===== src/rtl/mef_sensor_scheduler.sv =====
// mef_sensor_scheduler: accepts command packets into a one-deep pending slot,
// runs single or continuous (loop) sensor reads, and hands a response record
// to the transmitter. Pending commands always preempt loop service.
module mef_sensor_scheduler #(
    parameter int NUM_ADDR       = 32,
    parameter int DATA_W         = 40,
    parameter int TIMEOUT_CYCLES = 130000000
) (
    input  logic                clock,
    input  logic                reset,
    input  logic                new_data,
    input  logic [7:0]          next_command,
    input  logic [7:0]          next_address,
    input  logic                sensor_done,
    input  logic                sensor_error,
    input  logic [DATA_W-1:0]   data_sensor,
    input  logic                tx_busy,
    output logic                sensor_start,
    output logic [7:0]          sensor_addr,
    output logic                send_data_tx,
    output logic [2:0]          resp_status,
    output logic [7:0]          resp_command,
    output logic [7:0]          resp_address,
    output logic [DATA_W-1:0]   resp_data,
    output logic                rest_uart_rx,
    output logic [NUM_ADDR-1:0] loop_active,
    output logic [NUM_ADDR-1:0] loop_kind,
    output logic                cmd_dropped
);

    localparam int AW    = (NUM_ADDR > 1) ? $clog2(NUM_ADDR) : 1;
    localparam int CNT_W = $clog2(TIMEOUT_CYCLES + 1);

    localparam logic [8:0]       ADDR_LIMIT  = 9'(NUM_ADDR);
    localparam logic [CNT_W-1:0] TIMEOUT_VAL = CNT_W'(TIMEOUT_CYCLES);

    localparam logic [2:0] ST_IDLE        = 3'd0;
    localparam logic [2:0] ST_DECODE      = 3'd1;
    localparam logic [2:0] ST_SENSOR_REQ  = 3'd2;
    localparam logic [2:0] ST_SENSOR_WAIT = 3'd3;
    localparam logic [2:0] ST_RESPOND     = 3'd4;

    localparam logic [2:0] RS_OK        = 3'd0;
    localparam logic [2:0] RS_BAD_CMD   = 3'd1;
    localparam logic [2:0] RS_BAD_ADDR  = 3'd2;
    localparam logic [2:0] RS_SENS_ERR  = 3'd3;
    localparam logic [2:0] RS_TIMEOUT   = 3'd4;
    localparam logic [2:0] RS_STOPPED   = 3'd5;
    localparam logic [2:0] RS_NO_LOOP   = 3'd6;

    logic [2:0]        state;
    logic              slot_full;
    logic [7:0]        slot_cmd;
    logic [7:0]        slot_addr;
    logic              slot_take;

    logic [7:0]        cur_cmd;
    logic [7:0]        cur_addr;
    logic [2:0]        cur_status;
    logic [DATA_W-1:0] cur_data;
    logic [CNT_W-1:0]  timeout_cnt;
    logic [AW-1:0]     rr_ptr;

    logic              rr_found;
    logic [AW-1:0]     rr_next;

    logic [AW-1:0]     dec_idx;
    logic              dec_bad_cmd;
    logic              dec_bad_addr;
    logic              dec_kind_match;

    // The slot is drained on the same edge the FSM copies it into DECODE.
    assign slot_take = (state == ST_IDLE) && slot_full;

    assign dec_idx        = cur_addr[AW-1:0];
    assign dec_bad_cmd    = (cur_cmd == 8'd0) || (cur_cmd > 8'd7);
    assign dec_bad_addr   = ({1'b0, cur_addr} >= ADDR_LIMIT);
    assign dec_kind_match = loop_active[dec_idx] &&
                            (loop_kind[dec_idx] == (cur_cmd == 8'd7));

    assign sensor_start = (state == ST_SENSOR_REQ);
    assign sensor_addr  = cur_addr;

    // Round-robin search: first active loop address strictly after the last one serviced.
    always_comb begin : rr_search
        int idx;
        idx      = 0;
        rr_found = 1'b0;
        rr_next  = '0;
        for (int k = 1; k <= NUM_ADDR; k++) begin
            idx = (int'(rr_ptr) + k) % NUM_ADDR;
            if (!rr_found && loop_active[AW'(idx)]) begin
                rr_found = 1'b1;
                rr_next  = AW'(idx);
            end
        end
    end

    // Pending slot capture; a packet arriving while the slot is occupied is dropped.
    always_ff @(posedge clock) begin
        if (reset) begin
            slot_full    <= 1'b0;
            slot_cmd     <= '0;
            slot_addr    <= '0;
            rest_uart_rx <= 1'b0;
            cmd_dropped  <= 1'b0;
        end else begin
            rest_uart_rx <= 1'b0;
            cmd_dropped  <= 1'b0;
            if (slot_take) begin
                slot_full <= 1'b0;
            end
            if (new_data) begin
                if (slot_full) begin
                    cmd_dropped <= 1'b1;
                end else begin
                    slot_full    <= 1'b1;
                    slot_cmd     <= next_command;
                    slot_addr    <= next_address;
                    rest_uart_rx <= 1'b1;
                end
            end
        end
    end

    // Main sequencer: decode, sensor handshake with timeout, loop bookkeeping and response hand-off.
    always_ff @(posedge clock) begin
        if (reset) begin
            state        <= ST_IDLE;
            cur_cmd      <= '0;
            cur_addr     <= '0;
            cur_status   <= '0;
            cur_data     <= '0;
            timeout_cnt  <= '0;
            rr_ptr       <= '0;
            loop_active  <= '0;
            loop_kind    <= '0;
            send_data_tx <= 1'b0;
            resp_status  <= '0;
            resp_command <= '0;
            resp_address <= '0;
            resp_data    <= '0;
        end else begin
            send_data_tx <= 1'b0;
            case (state)
                ST_IDLE: begin
                    if (slot_full) begin
                        cur_cmd  <= slot_cmd;
                        cur_addr <= slot_addr;
                        state    <= ST_DECODE;
                    end else if (rr_found) begin
                        cur_cmd  <= loop_kind[rr_next] ? 8'd5 : 8'd4;
                        cur_addr <= 8'(rr_next);
                        rr_ptr   <= rr_next;
                        state    <= ST_SENSOR_REQ;
                    end
                end
                ST_DECODE: begin
                    if (dec_bad_cmd) begin
                        cur_status <= RS_BAD_CMD;
                        state      <= ST_RESPOND;
                    end else if (dec_bad_addr) begin
                        cur_status <= RS_BAD_ADDR;
                        state      <= ST_RESPOND;
                    end else if (cur_cmd < 8'd4) begin
                        state <= ST_SENSOR_REQ;
                    end else if (cur_cmd < 8'd6) begin
                        loop_active[dec_idx] <= 1'b1;
                        loop_kind[dec_idx]   <= (cur_cmd == 8'd5);
                        state                <= ST_SENSOR_REQ;
                    end else begin
                        if (dec_kind_match) begin
                            loop_active[dec_idx] <= 1'b0;
                            cur_status           <= RS_STOPPED;
                        end else begin
                            cur_status <= RS_NO_LOOP;
                        end
                        state <= ST_RESPOND;
                    end
                end
                ST_SENSOR_REQ: begin
                    timeout_cnt <= '0;
                    state       <= ST_SENSOR_WAIT;
                end
                ST_SENSOR_WAIT: begin
                    if (sensor_error) begin
                        cur_status <= RS_SENS_ERR;
                        state      <= ST_RESPOND;
                    end else if (sensor_done) begin
                        cur_data   <= data_sensor;
                        cur_status <= RS_OK;
                        state      <= ST_RESPOND;
                    end else if (timeout_cnt == TIMEOUT_VAL) begin
                        cur_status <= RS_TIMEOUT;
                        state      <= ST_RESPOND;
                    end else begin
                        timeout_cnt <= timeout_cnt + 1'b1;
                    end
                end
                ST_RESPOND: begin
                    if (!tx_busy) begin
                        send_data_tx <= 1'b1;
                        resp_status  <= cur_status;
                        resp_command <= cur_cmd;
                        resp_address <= cur_addr;
                        resp_data    <= (cur_status == RS_OK) ? cur_data : '0;
                        state        <= ST_IDLE;
                    end
                end
                default: begin
                    state <= ST_IDLE;
                end
            endcase
        end
    end

endmodule


===== config.mk =====
export PLATFORM = sky130hd
export DESIGN_NAME = mef_sensor_scheduler
export DESIGN_NICKNAME = d
export VERILOG_FILES = /design/src/rtl/mef_sensor_scheduler.sv
export SDC_FILE = /design/constraint.sdc
export NUM_CORES = 1
export LEC_CHECK = 0
export ABC_AREA = 0
export ABC_CLOCK_PERIOD_IN_PS = 15000
export BUFFER_PORTS_ARGS = -buffer_cell sky130_fd_sc_hd__buf_2
export CAP_MARGIN = 20
export CELL_PAD_IN_SITES_DETAIL_PLACEMENT = 0
export CELL_PAD_IN_SITES_GLOBAL_PLACEMENT = 1
export CORE_MARGIN = 1.5
export CORE_UTILIZATION = 49
export CTS_CLUSTER_DIAMETER = 30
export CTS_CLUSTER_SIZE = 40
export DETAILED_ROUTE_END_ITERATION = 6
export PLACE_DENSITY = 0.89
export SYNTH_ARGS = -nofsm -noshare
export SYNTH_HDL_FRONTEND = slang
export SYNTH_SLANG_ARGS = --single-unit

===== constraint.sdc =====
create_clock -name clock -period 15 [get_ports clock]
set_input_delay 1.5 -clock clock [delete_from_list [all_inputs] [get_ports clock]]
set_output_delay 1.5 -clock clock [all_outputs]
set_load 0.02 [all_outputs]

# Word level (Yosys, flattened, before mapping)
# Index checks and enable logic that the tools add are counted.
[classes]
addsub = 33
n_eq_ne = 16
mux = 206
bitwise_logic = 11
reduce_logical = 85
magnitude_cmp = 39
[ops]
columns = ["cell", "count"]
rows = [
  ["5-bit by 7-bit < comparator with 1-bit output, second input constant", 32],
  ["1-bit binary-select mux with 5-bit select", 35],
  ["5-bit two-way mux", 32],
  ["1-bit two-way mux", 107],
  ["27-bit two-way mux", 3],
  ["5-bit adder, second input constant", 16],
  ["32-bit two-way mux", 2],
  ["27-bit one-hot mux with 2 select lines", 1],
  ["3-bit two-way mux", 16],
  ["5-bit by 4-bit adder with 5-bit output, second input constant", 8],
  ["40-bit two-way mux", 1],
  ["1-bit logical AND", 34],
  ["32-bit AND", 1],
  ["32-bit bitwise mux", 1],
  ["8-bit two-way mux", 4],
  ["32-bit NOT", 1],
  ["32-bit OR", 1],
  ["1-bit zero test", 31],
  ["27-bit by 1-bit adder with 27-bit output, second input constant", 1],
  ["27-bit == test, second input constant", 1],
  ["5-bit by 3-bit adder with 5-bit output, second input constant", 4],
  ["8-bit by 3-bit == test with 1-bit output, second input constant", 2],
  ["8-bit by 3-bit < comparator with 1-bit output, second input constant", 2],
  ["3-bit one-hot mux with 5 select lines", 1],
  ["other kinds (26)", 53],
]
[totals]
reg_bits = 237
output_inout_bits = 135
in_bits = 62

# Depth between registers and ports, before layout
[depth]
word_depth = 103
mapped_depth = 24
mapped_depth_nobuf = 18

# Least setup slack after synthesis
# No wires, ideal clock.
[synth_path]
path_kind = "reg-to-reg"
from = "register rr_ptr[1]"
to = "register cur_cmd[0]"
path_stages_with_launch = 23
setup_ps = 103
synth_period_minus_slack_ps = 6020
arrival_time_ps = 5916
t_required_ps = 14897
path_slack_ps = 8980
cell_sequence = "dfxtp_1 > buf_6 > buf_8 > buf_2 > inv_1 > ha_1 > buf_2 > clkbuf_1 > mux4_2 > mux4_2 > mux2i_1 > nand4_1 > nor4_4 > nand4_2 > or3_4 > o21a_1 > o2111ai_1 > o21ai_4 > mux4_2 > mux2i_1 > mux2i_1 > mux2i_1 > a2111oi_2"
[synth_via]
elab_chain_len = 103
word_cells_on_any_way = 261
classes_between = "add/sub (32); mux (165); reduce/logical (64)"
[synth_lines]
columns = ["item", "line_no", "text"]
rows = [
  ["from (decl)", "62", "logic [AW-1:0] rr_ptr;"],
  ["from (signal assigned)", "154", "rr_ptr <= rr_next;"],
  ["5-bit by 1-bit adder with 5-bit output", "91", "idx = (int'(rr_ptr) + k) % NUM_ADDR;"],
  ["1-bit binary-select mux with 5-bit select", "92", "if (!rr_found && loop_active[AW'(idx)]) begin"],
  ["1-bit two-way mux (not written as such) (2 in series)", "92", ""],
  ["1-bit two-way mux", "92", ""],
  ["1-bit zero test", "92", ""],
  ["1-bit logical AND", "92", ""],
  ["1-bit two-way mux", "92", ""],
  ["1-bit zero test", "92", ""],
  ["[... 86 more ...]", "--", ""],
  ["1-bit zero test", "92", ""],
  ["1-bit logical AND", "92", ""],
  ["5-bit two-way mux", "92", ""],
  ["1-bit binary-select mux with 5-bit select", "152", "cur_cmd <= loop_kind[rr_next] ? 8'd5 : 8'd4;"],
  ["1-bit two-way mux (not written as such)", "152", ""],
  ["1-bit two-way mux", "152", ""],
  ["8-bit two-way mux", "151", "end else if (rr_found) begin"],
  ["8-bit two-way mux", "147", "if (slot_full) begin"],
  ["to (signal assigned)", "148", "cur_cmd <= slot_cmd;"],
  ["to (signal assigned)", "152", ""],
  ["to (decl)", "57", "logic [7:0] cur_cmd;"],
]
# Several ways; a longest one is shown, not always the timed one. The select of a mux whose other input is x is not followed.
# A chain may end at the register's enable or synchronous reset.

# Worst setup path after layout
# Same ends and word-level chain as after synthesis.

==> run_results.csv <==
group,metric,value,unit
status,status,"completed",
hold_path,min_to,"cur_data[19]",
power,comb_power_share,0.229,
place,dp_slack,8230,ps
detailed_routing,first_pass_iters,6,
clock_network,insertion_delay,530,ps
worst_setup_path,regToRegStartpoint,"rr_ptr[1]",
detailed_routing,ant_nets,0,
synth,ys_ff_latch,237,
power,power.share.switching,0.313,
cells_and_area,final_cell_count_no_fill,2435,
sta,hold_violations,0,
hold_path,hold_class,"register to register",
global_route,track_usage,0.343,
worst_setup_path,r2r_cells,18,
synth,synth.distinct_cells,99,
hold_path,whs_path_depth,2,
detailed_routing,wirelength,59400,um
power,p_total,2.20,mW
die,fp.dieArea,34000,um2
cells_and_area,final_util,0.581,
sta,hold_ws,451,ps
place,routabilityCongestion,1.03,
power,pwr_density_cell,117,nW/um2
die,core_area,32500,um2
die,start_util,0.497,
sta,grt_setup_unrepaired,"no",
worst_setup_path,required,15430,ps
sta,finClkSkew,19.3,ps
power,ir_worst_vdd,0.000107,V
die,die_h,184,um
detailed_routing,wl_met2,26700,um
global_route,antenna_found_initial,1,
global_route,grt_pass1_wl,89500,um
power,power_switching,0.690,mW
clock_network,path_clk_slew,50,ps
worst_setup_path,worst-path-max-fanout,35,
synth,syn-num-nets,1901,
sta,period_minus_slack,7000,ps
worst_setup_path,slowest_stage,"dfxtp_4",
cells_and_area,layout_common_cells,"nand2_1, dfxtp_1, buf_2, a21oi_1, nor2_1",
synth,synthArstFlopShare,0,
synth,syn_area,16100,um2
flow_run,cap_violations,0,
place,placed_cell_area,17300,um2
clock_network,ctsHoldBuffers,0,
place,numPlacedInstances,2357,
detailed_routing,wl_per_cell,24.4,um
clock_network,cts.path.max_buffers,3,
sta,setup_viol,0,
worst_setup_path,regToRegSetupSlack,8000,ps
worst_setup_path,worstSetupPathType,"register to register",
sta,tns,0,ps
power,clkPwrFrac,0.462,
hold_path,min_from,"cur_data[19]",
worst_setup_path,max_stage_delay,700,ps
clock_network,cts_resized,0,
cells_and_area,diodes,0,
global_route,grt_max_degree,106,
clock_network,root_buffer,"clkbuf_16",
synth,ys_top_cells_by_area,"dfxtp_1, mux4_2, nand2_1, a21oi_1, mux2i_1",
synth,syn_inst,1824,
synth,ys.flop_type,"dfxtp_1",
clock_network,post_cts_buffers,0,
synth,yosysWarnings,0,
sta,slew_headroom,0.321,
sta,tightestPinTransition,1010,ps
synth,yosys.area.top_type,"dfxtp_1",
detailed_routing,top_layer_used,"met4",
sta,max_freq,143,MHz
cells_and_area,final_nets,2037,
worst_setup_path,rr_endpoint,"cur_cmd[0]",
detailed_routing,vias,15900,
detailed_routing,viasPerCell,6.54,
detailed_routing,drc,0,
cells_and_area,final_area,18800,um2
worst_setup_path,worstPathArrival,7420,ps
power,leakage,7.21,nW
synth,avgSynthCellArea,8.84,um2
power,pwr-share-seq,0.309,
global_route,grt_pass1_vias,15400,
sta,layout_setup_ws,8000,ps
worst_setup_path,endpoint_kind,"register",
detailed_routing,drt_first_iter_violations,1857,
clock_network,numClockSinks,237,
die,io-pin-count,197,
place,dp_hpwl,41600,um
cells_and_area,areaGrowthSynthToFinish,16.9,%
worst_setup_path,path_cells,"inv_1, ha_1, buf_4, mux4_2, mux2i_1, mux2_2, mux2_2, nand2_1, nor4_4, nand3_1, o21ai_1, a2111oi_0, nor3_1, nor4_1, a2111oi_0, a211o_1, mux2i_1, a2111oi_2",
cells_and_area,drive_gt1_frac,0.247,
clock_network,ctsHtreeMaxLevel,2,
die,rows,66,
power,p_int,1.51,mW
die,die_x,184,um
sta,period_share,0.466,
place,port_buffers,196,
synth,yosysSeqAreaShare,0.294,
detailed_routing,wl_met1,22800,um
global_route,grt-ovfl-total,0,
detailed_routing,wl_met3,6300,um
clock_network,numCtsBuffers,41,
synth,synth_edf_count,0,
synth,synth_top_area_frac,0.294,
cells_and_area,layout_commonest_cell,"nand2_1",
clock_network,cts_tree,"done",
sta,slew_violations,0,
worst_setup_path,startpoint_type,"register",
layer usage:
layer | vias to the layer above | track usage
met5 | - | 0
met4 | 0 | 0.208
met3 | 227 | 0.0735
met2 | 1011 | 0.534
met1 | 7595 | 0.437
li1 | 7091 | -
logic make-up after synthesis:
family / after synthesis / share of synthesized area
flops: 237 / 0.294
buf+inv: 173 / 0.0462
fa+ha+maj: 15 / 0.0116
compound gates: 461 / 0.191
simple gates: 642 / 0.187
mux: 245 / 0.240
xor+xnor: 51 / 0.0305
worst max-delay path by stage:
stage / start / endpoint
after floorplan: rr_ptr[1] / cur_cmd[0]
after global routing: rr_ptr[2] / cur_cmd[0]
final: rr_ptr[1] / cur_cmd[0]
after global placement: rr_ptr[1] / cur_cmd[0]
after detailed placement: rr_ptr[1] / cur_cmd[0]
after CTS: rr_ptr[1] / cur_cmd[0]
power by group through the flow:
stage	clock, mW	combinational (mW)	sequential [mW]
final	1.02	0.505	0.680
after global routing	1.06	0.534	0.682
after CTS	1.03	0.491	0.678
after detailed placement	0	0.489	0.691
after global placement	0	0.485	0.691
after floorplan	0	0.359	0.681
Yosys cell counts, drive strengths merged (6+ instances only):
cell / n
inv: 37
nor2: 144
and4: 7
or2: 6
a22oi: 21
or3: 9
and2: 14
clkbuf: 95
a221oi: 8
a21boi: 9
and3: 12
a211oi: 42
o211ai: 13
o21ai: 45
xnor2: 29
nor4: 8
o21a: 9
nor2b: 11
ha: 15
nand2b: 10
a22o: 42
a21oi: 184
o22ai: 17
nor4b: 6
nand4: 17
xor2: 22
nor3: 50
dfxtp: 237
o31ai: 9
o22a: 7
mux2i: 92
a2111oi: 7
nand3: 45
buf: 40
mux2: 47
nand2: 281
mux4: 106
critical path, delay by kind of cell, from the launching register on:
| family | cells | cell delay [ps] |
|---|---|---|
| simple gates | 5 | 1630 |
| fa+ha+maj | 1 | 380 |
| flops | 1 | 700 |
| compound gates | 5 | 1770 |
| mux | 5 | 1650 |
| buf+inv | 2 | 720 |
area by class of cell:
cell class	instances	area, um2
multi-input cells	1414	10700
inverters	38	143
fillers	2886	13600
clock buffers	52	1160
clock inverters	24	358
well taps	442	553
repair buffers	228	1240
flip-flops and latches	237	4750
No activity file was read; power rests on OpenSTA's default activity.
